File: src/rtl/lfsr_ctrl_pkg.sv
// ---------------------------------------------------------------------------
// lfsr_ctrl_pkg
// Shared definitions for the 4-bit LFSR run controller:
//   - FSM state encoding (IDLE=0, LOAD=1, RUN=2, DONE=3)
//   - LFSR width, tap mask for x^4+x^3+1 and the sequence period
//   - helper functions for the LFSR step and the period-step test
// ---------------------------------------------------------------------------
package lfsr_ctrl_pkg;

    localparam int unsigned LFSR_WIDTH = 4;
    localparam logic [3:0]  TAP_MASK   = 4'b1100;
    localparam int unsigned PERIOD     = 15;

    typedef enum logic [1:0] {
        ST_IDLE = 2'd0,
        ST_LOAD = 2'd1,
        ST_RUN  = 2'd2,
        ST_DONE = 2'd3
    } state_t;

    // Feedback for x^4+x^3+1: XOR of the bits selected by TAP_MASK (out[3]^out[2]).
    function automatic logic lfsr_fb(input logic [3:0] v);
        return ^(v & TAP_MASK);
    endfunction

    // One Fibonacci shift-left step with the feedback entering at bit 0.
    function automatic logic [3:0] lfsr_next(input logic [3:0] v);
        return {v[2:0], lfsr_fb(v)};
    endfunction

    // True for the step counts at which a maximal-length sequence returns to its seed.
    function automatic logic is_period_step(input logic [4:0] cnt);
        return (cnt == 5'(PERIOD)) || (cnt == 5'(2 * PERIOD));
    endfunction

endpackage

File: src/rtl/lfsr4_core.sv
// ---------------------------------------------------------------------------
// lfsr4_core
// 4-bit LFSR register (x^4+x^3+1) with parallel load and single-step enable.
// Ports:
//   clk      - rising-edge clock
//   reset    - asynchronous active-high reset, clears the register
//   load     - load load_val into the register (priority over step)
//   load_val - value to load
//   step     - advance the LFSR by one step
//   out      - current register value
//   fb_bit   - combinational feedback bit of the current value
// ---------------------------------------------------------------------------
module lfsr4_core
    import lfsr_ctrl_pkg::*;
(
    input  logic                  clk,
    input  logic                  reset,
    input  logic                  load,
    input  logic [LFSR_WIDTH-1:0] load_val,
    input  logic                  step,
    output logic [LFSR_WIDTH-1:0] out,
    output logic                  fb_bit
);

    logic [LFSR_WIDTH-1:0] r_lfsr;

    // LFSR register: load wins over step, otherwise hold.
    always_ff @(posedge clk or posedge reset) begin
        if (reset) begin
            r_lfsr <= 4'b0000;
        end else if (load) begin
            r_lfsr <= load_val;
        end else if (step) begin
            r_lfsr <= lfsr_next(r_lfsr);
        end else begin
            r_lfsr <= r_lfsr;
        end
    end

    assign out    = r_lfsr;
    assign fb_bit = lfsr_fb(r_lfsr);

endmodule

File: src/rtl/lfsr_run_ctrl.sv
// ---------------------------------------------------------------------------
// lfsr_run_ctrl
// Runs a 4-bit LFSR for a requested number of steps from a captured seed,
// flagging a zero seed, each return to the seed (wrap) and any wrap that
// does not line up with the 15-step period.
// Ports:
//   clk        - rising-edge clock
//   reset      - asynchronous active-high reset
//   start      - run request, sampled only in IDLE
//   abort      - cancel, sampled in LOAD and RUN
//   seed       - initial LFSR value, captured with start
//   num_steps  - number of steps to run (0..31), captured with start
//   out        - current LFSR state
//   fb_bit     - combinational feedback bit (out[3]^out[2])
//   busy       - high whenever the FSM is not IDLE
//   done       - one-cycle pulse on normal completion
//   seed_err   - one-cycle pulse with done when the captured seed is zero
//   wrap       - one-cycle pulse after a step that returns out to the seed
//   period_err - sticky; cleared on the next accepted start
// ---------------------------------------------------------------------------
module lfsr_run_ctrl
    import lfsr_ctrl_pkg::*;
#(
    parameter int WIDTH  = 4,
    parameter int STEP_W = 5
) (
    input  logic              clk,
    input  logic              reset,
    input  logic              start,
    input  logic              abort,
    input  logic [WIDTH-1:0]  seed,
    input  logic [STEP_W-1:0] num_steps,
    output logic [WIDTH-1:0]  out,
    output logic              fb_bit,
    output logic              busy,
    output logic              done,
    output logic              seed_err,
    output logic              wrap,
    output logic              period_err
);

    state_t             r_state;
    logic [WIDTH-1:0]   r_seed;
    logic [STEP_W-1:0]  r_num_steps;
    logic [STEP_W-1:0]  r_step_cnt;
    logic               r_done;
    logic               r_seed_err;
    logic               r_wrap;
    logic               r_period_err;

    logic [WIDTH-1:0]   w_out;
    logic               w_fb;
    logic               w_load;
    logic               w_step;
    logic [WIDTH-1:0]   w_next_out;
    logic [STEP_W-1:0]  w_cnt_inc;
    logic               w_hit;

    // A zero seed skips the load so out keeps its previous value.
    assign w_load     = (r_state == ST_LOAD) && !abort && (r_seed != {WIDTH{1'b0}});
    assign w_step     = (r_state == ST_RUN) && !abort;
    assign w_next_out = {w_out[WIDTH-2:0], w_fb};
    assign w_cnt_inc  = r_step_cnt + STEP_W'(1);
    assign w_hit      = (w_next_out == r_seed);

    lfsr4_core u_core (
        .clk      (clk),
        .reset    (reset),
        .load     (w_load),
        .load_val (r_seed),
        .step     (w_step),
        .out      (w_out),
        .fb_bit   (w_fb)
    );

    // Control FSM with captured run parameters, step counter and status pulses.
    always_ff @(posedge clk or posedge reset) begin
        if (reset) begin
            r_state      <= ST_IDLE;
            r_seed       <= {WIDTH{1'b0}};
            r_num_steps  <= {STEP_W{1'b0}};
            r_step_cnt   <= {STEP_W{1'b0}};
            r_done       <= 1'b0;
            r_seed_err   <= 1'b0;
            r_wrap       <= 1'b0;
            r_period_err <= 1'b0;
        end else begin
            r_done     <= 1'b0;
            r_seed_err <= 1'b0;
            r_wrap     <= 1'b0;
            case (r_state)
                ST_IDLE: begin
                    // start beats a simultaneous abort here
                    if (start) begin
                        r_state      <= ST_LOAD;
                        r_seed       <= seed;
                        r_num_steps  <= num_steps;
                        r_step_cnt   <= {STEP_W{1'b0}};
                        r_period_err <= 1'b0;
                    end else begin
                        r_state <= ST_IDLE;
                    end
                end
                ST_LOAD: begin
                    r_step_cnt <= {STEP_W{1'b0}};
                    if (abort) begin
                        r_state <= ST_IDLE;
                    end else if (r_seed == {WIDTH{1'b0}}) begin
                        r_state    <= ST_DONE;
                        r_done     <= 1'b1;
                        r_seed_err <= 1'b1;
                    end else if (r_num_steps == {STEP_W{1'b0}}) begin
                        r_state <= ST_DONE;
                        r_done  <= 1'b1;
                    end else begin
                        r_state <= ST_RUN;
                    end
                end
                ST_RUN: begin
                    if (abort) begin
                        r_state <= ST_IDLE;
                    end else begin
                        r_step_cnt <= w_cnt_inc;
                        r_wrap     <= w_hit;
                        // Wrap off-period, or a period step without wrap, is an error.
                        if (w_hit != is_period_step(w_cnt_inc)) begin
                            r_period_err <= 1'b1;
                        end else begin
                            r_period_err <= r_period_err;
                        end
                        if (w_cnt_inc == r_num_steps) begin
                            r_state <= ST_DONE;
                            r_done  <= 1'b1;
                        end else begin
                            r_state <= ST_RUN;
                        end
                    end
                end
                ST_DONE: begin
                    r_state <= ST_IDLE;
                end
                default: begin
                    r_state <= ST_IDLE;
                end
            endcase
        end
    end

    assign out        = w_out;
    assign fb_bit     = w_fb;
    assign busy       = (r_state != ST_IDLE);
    assign done       = r_done;
    assign seed_err   = r_seed_err;
    assign wrap       = r_wrap;
    assign period_err = r_period_err;

endmodule

File: config.mk
export PLATFORM = sky130hd
export DESIGN_NAME = lfsr_run_ctrl
export DESIGN_NICKNAME = d
export VERILOG_FILES = /design/src/rtl/lfsr_ctrl_pkg.sv /design/src/rtl/lfsr4_core.sv /design/src/rtl/lfsr_run_ctrl.sv
export SDC_FILE = /design/constraint.sdc
export NUM_CORES = 1
export LEC_CHECK = 0
export ABC_CLOCK_PERIOD_IN_PS = 1750
export CORE_UTILIZATION = 47
export CTS_CLUSTER_SIZE = 16
export DETAILED_ROUTE_END_ITERATION = 8
export PLACE_DENSITY = 0.81
export SETUP_SLACK_MARGIN = 0.2
export SYNTH_ARGS = -nofsm -noshare
export SYNTH_HDL_FRONTEND = slang
export SYNTH_SLANG_ARGS = --single-unit
File: constraint.sdc
create_clock -name clk -period 1.75 [get_ports clk]
set_input_delay 0.35 -clock clk [delete_from_list [all_inputs] [get_ports clk]]
set_output_delay 0.35 -clock clk [all_outputs]
set_load 0.1 [all_outputs]
# Yosys cells after proc, flatten, opt, wreduce, memory -nomap -nowiden
# Index checks and enable logic that the tools add are counted.
dict set report totals {
  latch_bits 0
  mem_bits_rw 0
  n_memories 0
  out_inout_bits 10
  ff_bits 24
  rom_bits 0
}
dict set report op_classes {
  mul 0
  eq_ne 11
  div 0
  mux 27
  magnitude_cmp 0
  addsub 1
  n_reduce_logical 17
  shift 0
  n_bitwise 0
}
# op count
set op_table {}
lappend op_table {{1-bit 2-to-1 mux} 17}
lappend op_table {{5-bit one-hot mux with 3 select lines} 1}
lappend op_table {{5-bit 2-to-1 mux} 2}
lappend op_table {{4-bit 2-to-1 mux} 2}
lappend op_table {{2-bit one-hot mux with 4 select lines} 1}
lappend op_table {{2-bit nonzero test} 3}
lappend op_table {{5-bit by 1-bit adder with 5-bit output (second input constant)} 1}
lappend op_table {{5-bit by 4-bit == test with 1-bit output (second input constant)} 1}
lappend op_table {{5-bit == test} 1}
lappend op_table {{5-bit == test (second input constant)} 1}
lappend op_table {{5-bit zero test} 1}
lappend op_table {{2-bit == test (second input constant)} 2}
lappend op_table {{4-bit == test} 1}
lappend op_table {{4-bit zero test} 1}
lappend op_table {{2-bit 2-to-1 mux} 2}
lappend op_table {{2-bit inequality test (second input constant)} 2}
lappend op_table {{1-bit one-hot mux with 2 select lines} 2}
lappend op_table {{4-bit AND reduction} 1}
lappend op_table {{4-bit nonzero test} 1}
lappend op_table {{4-bit XOR reduction} 1}
lappend op_table {{1-bit logical AND} 3}
lappend op_table {{3-bit AND reduction} 1}
lappend op_table {{3-bit nonzero test} 1}
lappend op_table {{2-bit by 1-bit == test with 1-bit output (second input constant)} 1}
lappend op_table {{6 further kinds} 6}

# Longest topological paths before layout
# Gate-level depths: netlist of run 1.
dict set report logic_depth {
  word_depth 7
  ltp_mapped 9
  depth_no_buf 7
}

# Cells and area by module
# Synthesis of run 1 repeated with hierarchy kept, for this count alone.
dict set report hier_totals {
  hier_cells 131
  hier_area_um2 1386.3
}
# module n_inst area_per_inst_um2 cells_each seq_area_each_um2
set by_module_without_submodules {}
lappend by_module_without_submodules {lfsr_run_ctrl 1 1177.4 111 500.5}
lappend by_module_without_submodules {lfsr4_core 1 209.0 20 100.1}

# Worst setup path after synthesis of run 1
# No wires, ideal clock.
dict set report synth_timing {
  kind {reg2reg}
  start {register u_core.r_lfsr[2], in the netlist u_core.out[2]}
  end {register u_core.r_lfsr[0], in the netlist u_core.out[0]}
  required_ps 1664
  arrival_ps 2861
  stages_incl_launch_ff 4
  path_buffers 0
  path_slack_ps -1198
  period_less_slack_ps 2948
  path_cell_list {dfrtp_1 xor2_1 mux2i_1 o21ai_0}
}
dict set report synth_via {
  elab_chain_cells 3
}
# item line
set synth_rtl {}
lappend synth_rtl {{start: declaration} lfsr4_core.sv:25} ;# logic [LFSR_WIDTH-1:0] r_lfsr;
lappend synth_rtl {{start signal: assignment} lfsr4_core.sv:32} ;# r_lfsr <= load_val;
lappend synth_rtl {{start signal: assignment} lfsr4_core.sv:34} ;# r_lfsr <= lfsr_next(r_lfsr);
lappend synth_rtl {{start signal: assignment} lfsr4_core.sv:36} ;# r_lfsr <= r_lfsr;
lappend synth_rtl {{4-bit XOR reduction} -}
lappend synth_rtl {{via fb_bit} lfsr_run_ctrl.sv:34} ;# output logic fb_bit,
lappend synth_rtl {{4-bit 2-to-1 mux} lfsr4_core.sv:33} ;# end else if (step) begin
lappend synth_rtl {{4-bit 2-to-1 mux} lfsr4_core.sv:31} ;# end else if (load) begin
# The timed path passes the listed nets, and every way through them passes these cells. The select of a mux whose other input is x is not followed.
# A chain may end at the register's enable or synchronous reset.

# Worst setup path in the final report of run 1
dict set report layout_timing {
  start {register r_step_cnt[0]}
  end {register r_state[0]}
}
dict set report layout_via {
  elab_chain_cells 5
}
# item line
set layout_rtl {}
lappend layout_rtl {{start: declaration} lfsr_run_ctrl.sv:45} ;# logic [STEP_W-1:0] r_step_cnt;
lappend layout_rtl {{start signal: assignment} lfsr_run_ctrl.sv:82} ;# r_step_cnt <= {STEP_W{1'b0}};
lappend layout_rtl {{start signal: assignment} lfsr_run_ctrl.sv:98} ;# r_step_cnt <= {STEP_W{1'b0}};
lappend layout_rtl {{start signal: assignment} lfsr_run_ctrl.sv:105} ;# r_step_cnt <= {STEP_W{1'b0}};
lappend layout_rtl {{5-bit by 1-bit adder with 5-bit output} lfsr_run_ctrl.sv:63} ;# assign w_cnt_inc = r_step_cnt + STEP_W'(1);
lappend layout_rtl {{5-bit == test} lfsr_run_ctrl.sv:131} ;# if (w_cnt_inc == r_num_steps) begin
lappend layout_rtl {{1-bit 2-to-1 mux} lfsr_run_ctrl.sv:131}
lappend layout_rtl {{2-bit 2-to-1 mux} lfsr_run_ctrl.sv:120} ;# if (abort) begin
lappend layout_rtl {{2-bit one-hot mux with 4 select lines} lfsr_run_ctrl.sv:91} ;# case (r_state)
lappend layout_rtl {{end signal: assignment} lfsr_run_ctrl.sv:95} ;# r_state <= ST_LOAD;
lappend layout_rtl {{end signal: assignment} lfsr_run_ctrl.sv:121} ;# r_state <= ST_IDLE;
lappend layout_rtl {{end signal: assignment} lfsr_run_ctrl.sv:132} ;# r_state <= ST_DONE;
lappend layout_rtl {{end: declaration} lfsr_run_ctrl.sv:42} ;# state_t r_state;
# No other way between the ends.

==> results of run 1 <==
-- layout make-up --
class / count / area [sq um] / share of cell area, %
multi-input combinational: 100 / 834.6 / 41.71
sequential: 24 / 611.8 / 30.58
clock buffer: 4 / 26.28 / 1.313
inverter: 8 / 33.78 / 1.689
tap: 31 / 38.79 / 1.939
timing repair buffer: 39 / 455.4 / 22.76
-- worst min-delay path, delay by kind of cell --
kind | cells | cell delay [ns]
buffers and inverters | 3 | 0.74
-- state kept, by name (all words and copies together), names as in the netlist --
register and count:
u_core.out 4, period_err 1, r_num_steps 5, seed_err 1
r_step_cnt 5, r_state 2, done 1, wrap 1
r_seed 4
-- per-stage QoR --
stage	util (%)	area, sq um	hold WS [ns]	TNS, ns
3_5_place_dp	66.15	1824	0.5545	-0.07067
4_1_cts	69.51	1917	0.3883	0
3_3_place_gp	66.15	1824	0.5425	0
2_1_floorplan	-	1410	0.3645	0
6_report	72.55	2001	0.3656	0
5_1_grt	72.55	2001	0.4025	-0.02314
-- logic make-up (layout without fill, tap and decap cells) --
group | after synthesis | after routing | share of synthesized area (%)
buffers and inverters | 11 | 51 | 3.669
XOR/XNOR | 10 | 10 | 6.972
flip-flops | 24 | 24 | 44.04
AND/OR/NAND/NOR | 48 | 48 | 18.35
adder cells (fa/ha/maj) | 7 | 7 | 6.422
multiplexers | 12 | 12 | 9.633
AO/OA/AOI/OAI | 23 | 23 | 10.92
-- cells in the mapped netlist, drive strengths merged --
cell type	count	area, sq um
o21ai	6	30.03
clkbuf	1	3.750
nor3	9	45.04
mux2i	3	30.03
nand2	7	26.28
dfrtp	24	600.6
and2	3	18.77
o32ai	1	8.760
nor2	10	37.54
or3	1	6.260
nor2b	2	12.51
a31oi	1	6.260
nand4	1	6.260
xor2	5	51.30
and3b	1	8.760
nand2b	6	37.54
o22ai	1	6.260
o21a	1	7.510
a21oi	6	30.03
buf	2	16.26
a21o	2	15.01
ha	7	87.58
mux2	9	101.4
nand3	3	20.02
xnor2	5	43.79
a22o	3	27.53
inv	8	30.03
and3	1	6.260
o211a	1	10.01
o211ai	1	7.510
nor4	4	25.02
-- per-layer routing --
metal / vias to the layer above / global-route usage [%] / share of wire (%) / wire (um)
met5: - / 0 / 0 / 0
li1: 549 / - / - / -
met3: 16 / 3.023 / 5.2 / 179
met2: 57 / 35.28 / 50 / 1697
met4: 0 / 7.317 / 3.3 / 112
met1: 581 / 28.07 / 42 / 1431
-- worst paths after layout --
check | startpoint | end | slack (ns) | cells past startpoint
max reg2reg | r_step_cnt[0]$_DFFE_PP0P_ | r_state[0]$_DFF_PP0_ | 0.03 | 6
max | r_step_cnt[0]$_DFFE_PP0P_ | r_state[0]$_DFF_PP0_ | 0.03 | 6
min reg2reg | r_num_steps[0]$_DFFE_PP0P_ | r_num_steps[0]$_DFFE_PP0P_ | 0.60 | 1
max in group asynchronous | reset | r_step_cnt[0]$_DFFE_PP0P_ | 1.11 | 3
min in group clk | r_num_steps[0]$_DFFE_PP0P_ | r_num_steps[0]$_DFFE_PP0P_ | 0.60 | 1
min | reset | seed_err$_DFF_PP0_ | 0.37 | 3
-- power by group --
| group | internal (mW) | total [mW] | switching, mW |
|---|---|---|---|
| registers | 0.759 | 1.05 | 0.286 |
| clock network | 0.0890 | 0.260 | 0.171 |
| logic | 0.948 | 2.20 | 1.25 |
| total | 1.80 | 3.51 | 1.71 |
-- what timing repair did --
item / in CTS / in global routing
setup endpoints to repair: 7 / 13
cloned: 0 / 0
resized for setup: 7 / 18
pin swaps: 6 / 5
buffers inserted: 4 / 3
==> impl_metrics.csv, run 1 <==
group,metric,value,unit
run_status,status,"finished clean",
clocking,numCtsBuffers,3,
run,drv_cap,0,
floorplan,die_width,55.87,um
synth,synth_fp_nets,155,
cells_and_area,layout.cells.non_filler,206,
detailed_routing,via_per_inst,5.840,
worst_setup_path,crit_family,"simple AND/OR/NAND/NOR gates",
sta,worst_slack,0.03402,ns
sta,slew_violations,0,
floorplan,coreArea,2758,sq um
synth,yosysWarnings,0,
cells_and_area,final_nets,196,
grt,grt_pass1_wl,5133,um
floorplan,die_height,55.87,um
worst_setup_path,critPathSlowestCell,"dfrtp_2",
synth,mappedNetlistArea,1364,sq um
grt,antenna_found_initial,0,
synth,synth.distinct_cells,36,
cells_and_area,n_fill_cell,186,
clocking,cts_tree,"done",
synth,syn_area_per_cell,10.10,sq um
sta,tightest_slew,0.3636,ns
clocking,cts_root_buffer,"clkbuf_4",
placed_design,placed_cells_incl_taps,195,
cells_and_area,n_antenna_cell,0,
floorplan,start_util,49.46,%
floorplan,die-area,3121,sq um
worst_setup_path,slowest_delay,0.46,ns
placed_design,portBuffers,22,
clocking,holdBufCountCts,0,
sta,finalSetupViolations,0,
worst_setup_path,worst-setup-path-type,"reg2reg",
power_and_ir_drop,power_density,1752,nW/um^2
clocking,clock_latency,0.32,ns
detailed_routing,drc_errors,0,
sta,relSlewSlack,75.71,%
clocking,max-clock-path-buffers,2,
detailed_routing,routed_wire_length_per_instance,16.61,um
placed_design,globalplace.congestion,0.9031,
worst_setup_path,cp-end-kind,"flip-flop",
power_and_ir_drop,total_power,3.505,mW
floorplan,rows,19,
grt,grt_overflow,0,
sta,max_clock_freq,0.5828,GHz
sta,finalHoldViolations,0,
grt,gr-usage-all-layers,21.04,%
detailed_routing,wl,3421,um
cells_and_area,syn_to_final_growth,46.70,%
power_and_ir_drop,vdd_drop_max,2.409,mV
sta,period_needed,1.716,ns
sta,min_period_over_period,98.06,%
synth,netlist_instances,135,
power_and_ir_drop,p_leak,0.8509,nW
worst_setup_path,critPathBufInv,0,
placed_design,pre_cts_slack,-0.06735,ns
cells_and_area,mostFrequentLayoutCells,"dfrtp_1 (19), buf_4 (15), clkdlybuf4s50_1 (12)",
sta,finalClockSkew,0.01394,ns
worst_hold_path,hp-class,"in2async",
detailed_routing,num_vias,1203,
placed_design,dp.final_hpwl,2333,um
worst_setup_path,path_cells,"ha_4 > and3b_1 > or3_4 > a31oi_2 > o22ai_2 > o21a_1",
grt,grt_start_max_net_pins,25,
clocking,clkSinkCount,24,
sta,rsz0062_at_grt,"true",
worst_setup_path,start_kind,"flip-flop",
cells_and_area,layout_commonest_cell,"dfrtp_1",
detailed_routing,drt_iter0_drc,54,
clocking,clk_pin_slew_worst_paths,0.14,ns
detailed_routing,antenna_left,0,
floorplan,pin_count,23,
worst_setup_path,arrival,1.93,ns
grt,grt_pass1_vias,1115,
detailed_routing,drtPass1Iterations,4,
worst_setup_path,path_max_fanout,5,
clocking,ctsHtreeMaxLevel,1,
synth,ys_ff_latch,24,
synth,ys_seq_area_share,44.04,%
worst_setup_path,required,1.96,ns
cells_and_area,drive_above_1_share,40.00,%
No activity file was read; power rests on OpenSTA's default activity.
==> inputs of run 2 (changes only) <==
--- a/config.mk
+++ b/config.mk
@@ -7,7 +7,7 @@
 export LEC_CHECK = 0
 export ABC_CLOCK_PERIOD_IN_PS = 1750
 export CORE_UTILIZATION = 47
-export CTS_CLUSTER_SIZE = 16
+export CTS_CLUSTER_SIZE = 8
 export DETAILED_ROUTE_END_ITERATION = 8
 export PLACE_DENSITY = 0.81
 export SETUP_SLACK_MARGIN = 0.2
==> results of run 2 <==
Same layout as run 1: the final DEF is identical, and so are final timing and power.
==> inputs of run 3 (changes only) <==
--- a/config.mk
+++ b/config.mk
@@ -10,7 +10,9 @@
 export CTS_CLUSTER_SIZE = 8
 export DETAILED_ROUTE_END_ITERATION = 8
 export PLACE_DENSITY = 0.81
+export REMOVE_ABC_BUFFERS = 1
 export SETUP_SLACK_MARGIN = 0.2
+export SKIP_CTS_REPAIR_TIMING = 1
 export SYNTH_ARGS = -nofsm -noshare
 export SYNTH_HDL_FRONTEND = slang
 export SYNTH_SLANG_ARGS = --single-unit
==> run 3 against run 2 <==
Compared with the run above:
- via count shrank 2.0%
- first-iteration DRC count increased by 13%
- sequential power fell by 4%
- clock skew down 0.013 ns
- maximum frequency shrank 1.8%
- flip-flop and latch count unchanged
- largest power group unchanged
- critical path type unchanged
- largest cell class unchanged
- die area stayed put
- total power decreased by 0.23%
==> impl_metrics.csv, run 3 (synthesis results as in run 1) <==
group,metric,value,unit
clocking,max-clock-path-buffers,2,
sta,tns,0,ns
cells_and_area,final_nets,196,
power_and_ir_drop,total_power,3.497,mW
floorplan,pin_count,23,
cells_and_area,mostFrequentLayoutCells,"dfrtp_1 (22), buf_4 (15), clkdlybuf4s50_1 (12)",
floorplan,start_util,49.46,%
sta,min_period_over_period,99.86,%
floorplan,rows,19,
run_status,status,"finished clean",
sta,holdWs,0.3622,ns
cells_and_area,n_fill_cell,196,
worst_setup_path,worstReg2RegStart,"r_step_cnt[3]$_DFFE_PP0P_",
sta,worst_slack,0.002482,ns
clocking,cts_tree,"done",
placed_design,globalplace.congestion,0.8627,
clocking,numCtsBuffers,3,
placed_design,place_area,1790,sq um
grt,grt_overflow,0,
clocking,ctsHtreeMaxLevel,1,
clocking,cts_root_buffer,"clkbuf_4",
worst_setup_path,start_kind,"flip-flop",
cells_and_area,drive_above_1_share,34.86,%
grt,grt_pass1_wl,5250,um
sta,tightest_slew,0.3568,ns
detailed_routing,drc_errors,0,
cells_and_area,layout_commonest_cell,"dfrtp_1",
detailed_routing,antenna_left,0,
cells_and_area,n_antenna_cell,0,
power_and_ir_drop,p_leak,0.8641,nW
detailed_routing,wl,3311,um
worst_setup_path,arrival,1.96,ns
power_and_ir_drop,vdd_drop_max,2.217,mV
grt,antenna_found_initial,0,
worst_setup_path,path_max_fanout,8,
detailed_routing,drtPass1Iterations,4,
cells_and_area,syn_to_final_growth,44.77,%
worst_hold_path,hp-class,"in2async",
run,drv_cap,0,
placed_design,portBuffers,22,
worst_setup_path,worstSetupStartpoint,"r_step_cnt[3]$_DFFE_PP0P_",
sta,rsz0062_at_grt,"true",
sta,finalClockSkew,0.0009686,ns
grt,grt_pass1_vias,1150,
detailed_routing,routed_wire_length_per_instance,16.07,um
sta,period_needed,1.748,ns
sta,slew_violations,0,
worst_setup_path,worst-setup-path-type,"reg2reg",
worst_setup_path,cp-end-kind,"flip-flop",
clocking,clkSinkCount,24,
grt,grt_start_max_net_pins,25,
sta,finalHoldViolations,0,
placed_design,pre_cts_slack,-0.03048,ns
clocking,clk_pin_slew_worst_paths,0.12,ns
floorplan,die_width,55.87,um
floorplan,die_height,55.87,um
worst_setup_path,reg2reg_slack,0.002,ns
cells_and_area,reg.largest.list,"r_num_steps x5, r_step_cnt x5",
sta,finalSetupViolations,0,
detailed_routing,via_per_inst,5.723,
sta,relSlewSlack,76.11,%
clocking,clock_latency,0.31,ns
floorplan,die-area,3121,sq um
placed_design,dp.final_hpwl,2295,um
power_and_ir_drop,power_density,1771,nW/um^2
detailed_routing,drt_iter0_drc,61,
detailed_routing,num_vias,1179,
floorplan,coreArea,2758,sq um
sta,max_clock_freq,0.5722,GHz
grt,gr-usage-all-layers,21.52,%
cells_and_area,fin_area,1974,sq um
worst_setup_path,required,1.96,ns
[run 3: layer usage]
metal | GRT usage, % | share of wire [%] | vias to the layer above
met2 | 36.49 | 48 | 51
met3 | 3.488 | 5.3 | 10
met1 | 28.02 | 43 | 569
met4 | 7.666 | 3.2 | 0
li1 | - | - | 549
met5 | 0 | 0 | -
[run 3: worst paths after layout]
kind,to,cells past startpoint
max,r_state[0]$_DFF_PP0_,5
min,r_num_steps[3]$_DFFE_PP0P_,3
max reg2reg,r_state[0]$_DFF_PP0_,5
min reg2reg,r_num_steps[3]$_DFFE_PP0P_,1
max in group asynchronous,u_core.out[2]$_DFFE_PP0P_,3
min in group clk,r_num_steps[3]$_DFFE_PP0P_,1
[run 3: power breakdown]
part | switching, mW | internal, mW
sequential | 0.265 | 0.743
combinational | 1.25 | 0.946
clock | 0.161 | 0.127
total | 1.68 | 1.82
[run 3: worst max-delay path, cell delays in order, from the launching register on]
cell	delay, ns
dfrtp_1	0.56
and3b_1	0.23
or3_4	0.34
a31oi_4	0.21
o22ai_2	0.11
o21a_1	0.21
[run 3: cell type report]
| type | instances | area, sq um | share of cell area (%) |
|---|---|---|---|
| well taps | 31 | 38.79 | 1.965 |
| multi-input cells | 100 | 802.0 | 40.62 |
| clock buffers | 4 | 36.28 | 1.838 |
| repair buffers | 39 | 464.2 | 23.51 |
| flip-flops and latches | 24 | 603.1 | 30.55 |
| inverters | 8 | 30.03 | 1.521 |
[run 3: stage by stage]
stage,util (%),cells
floorplan,-,132
global placement,64.93,195
detailed placement,64.93,195
CTS,66.24,199
global route,71.60,206
finish,71.60,206
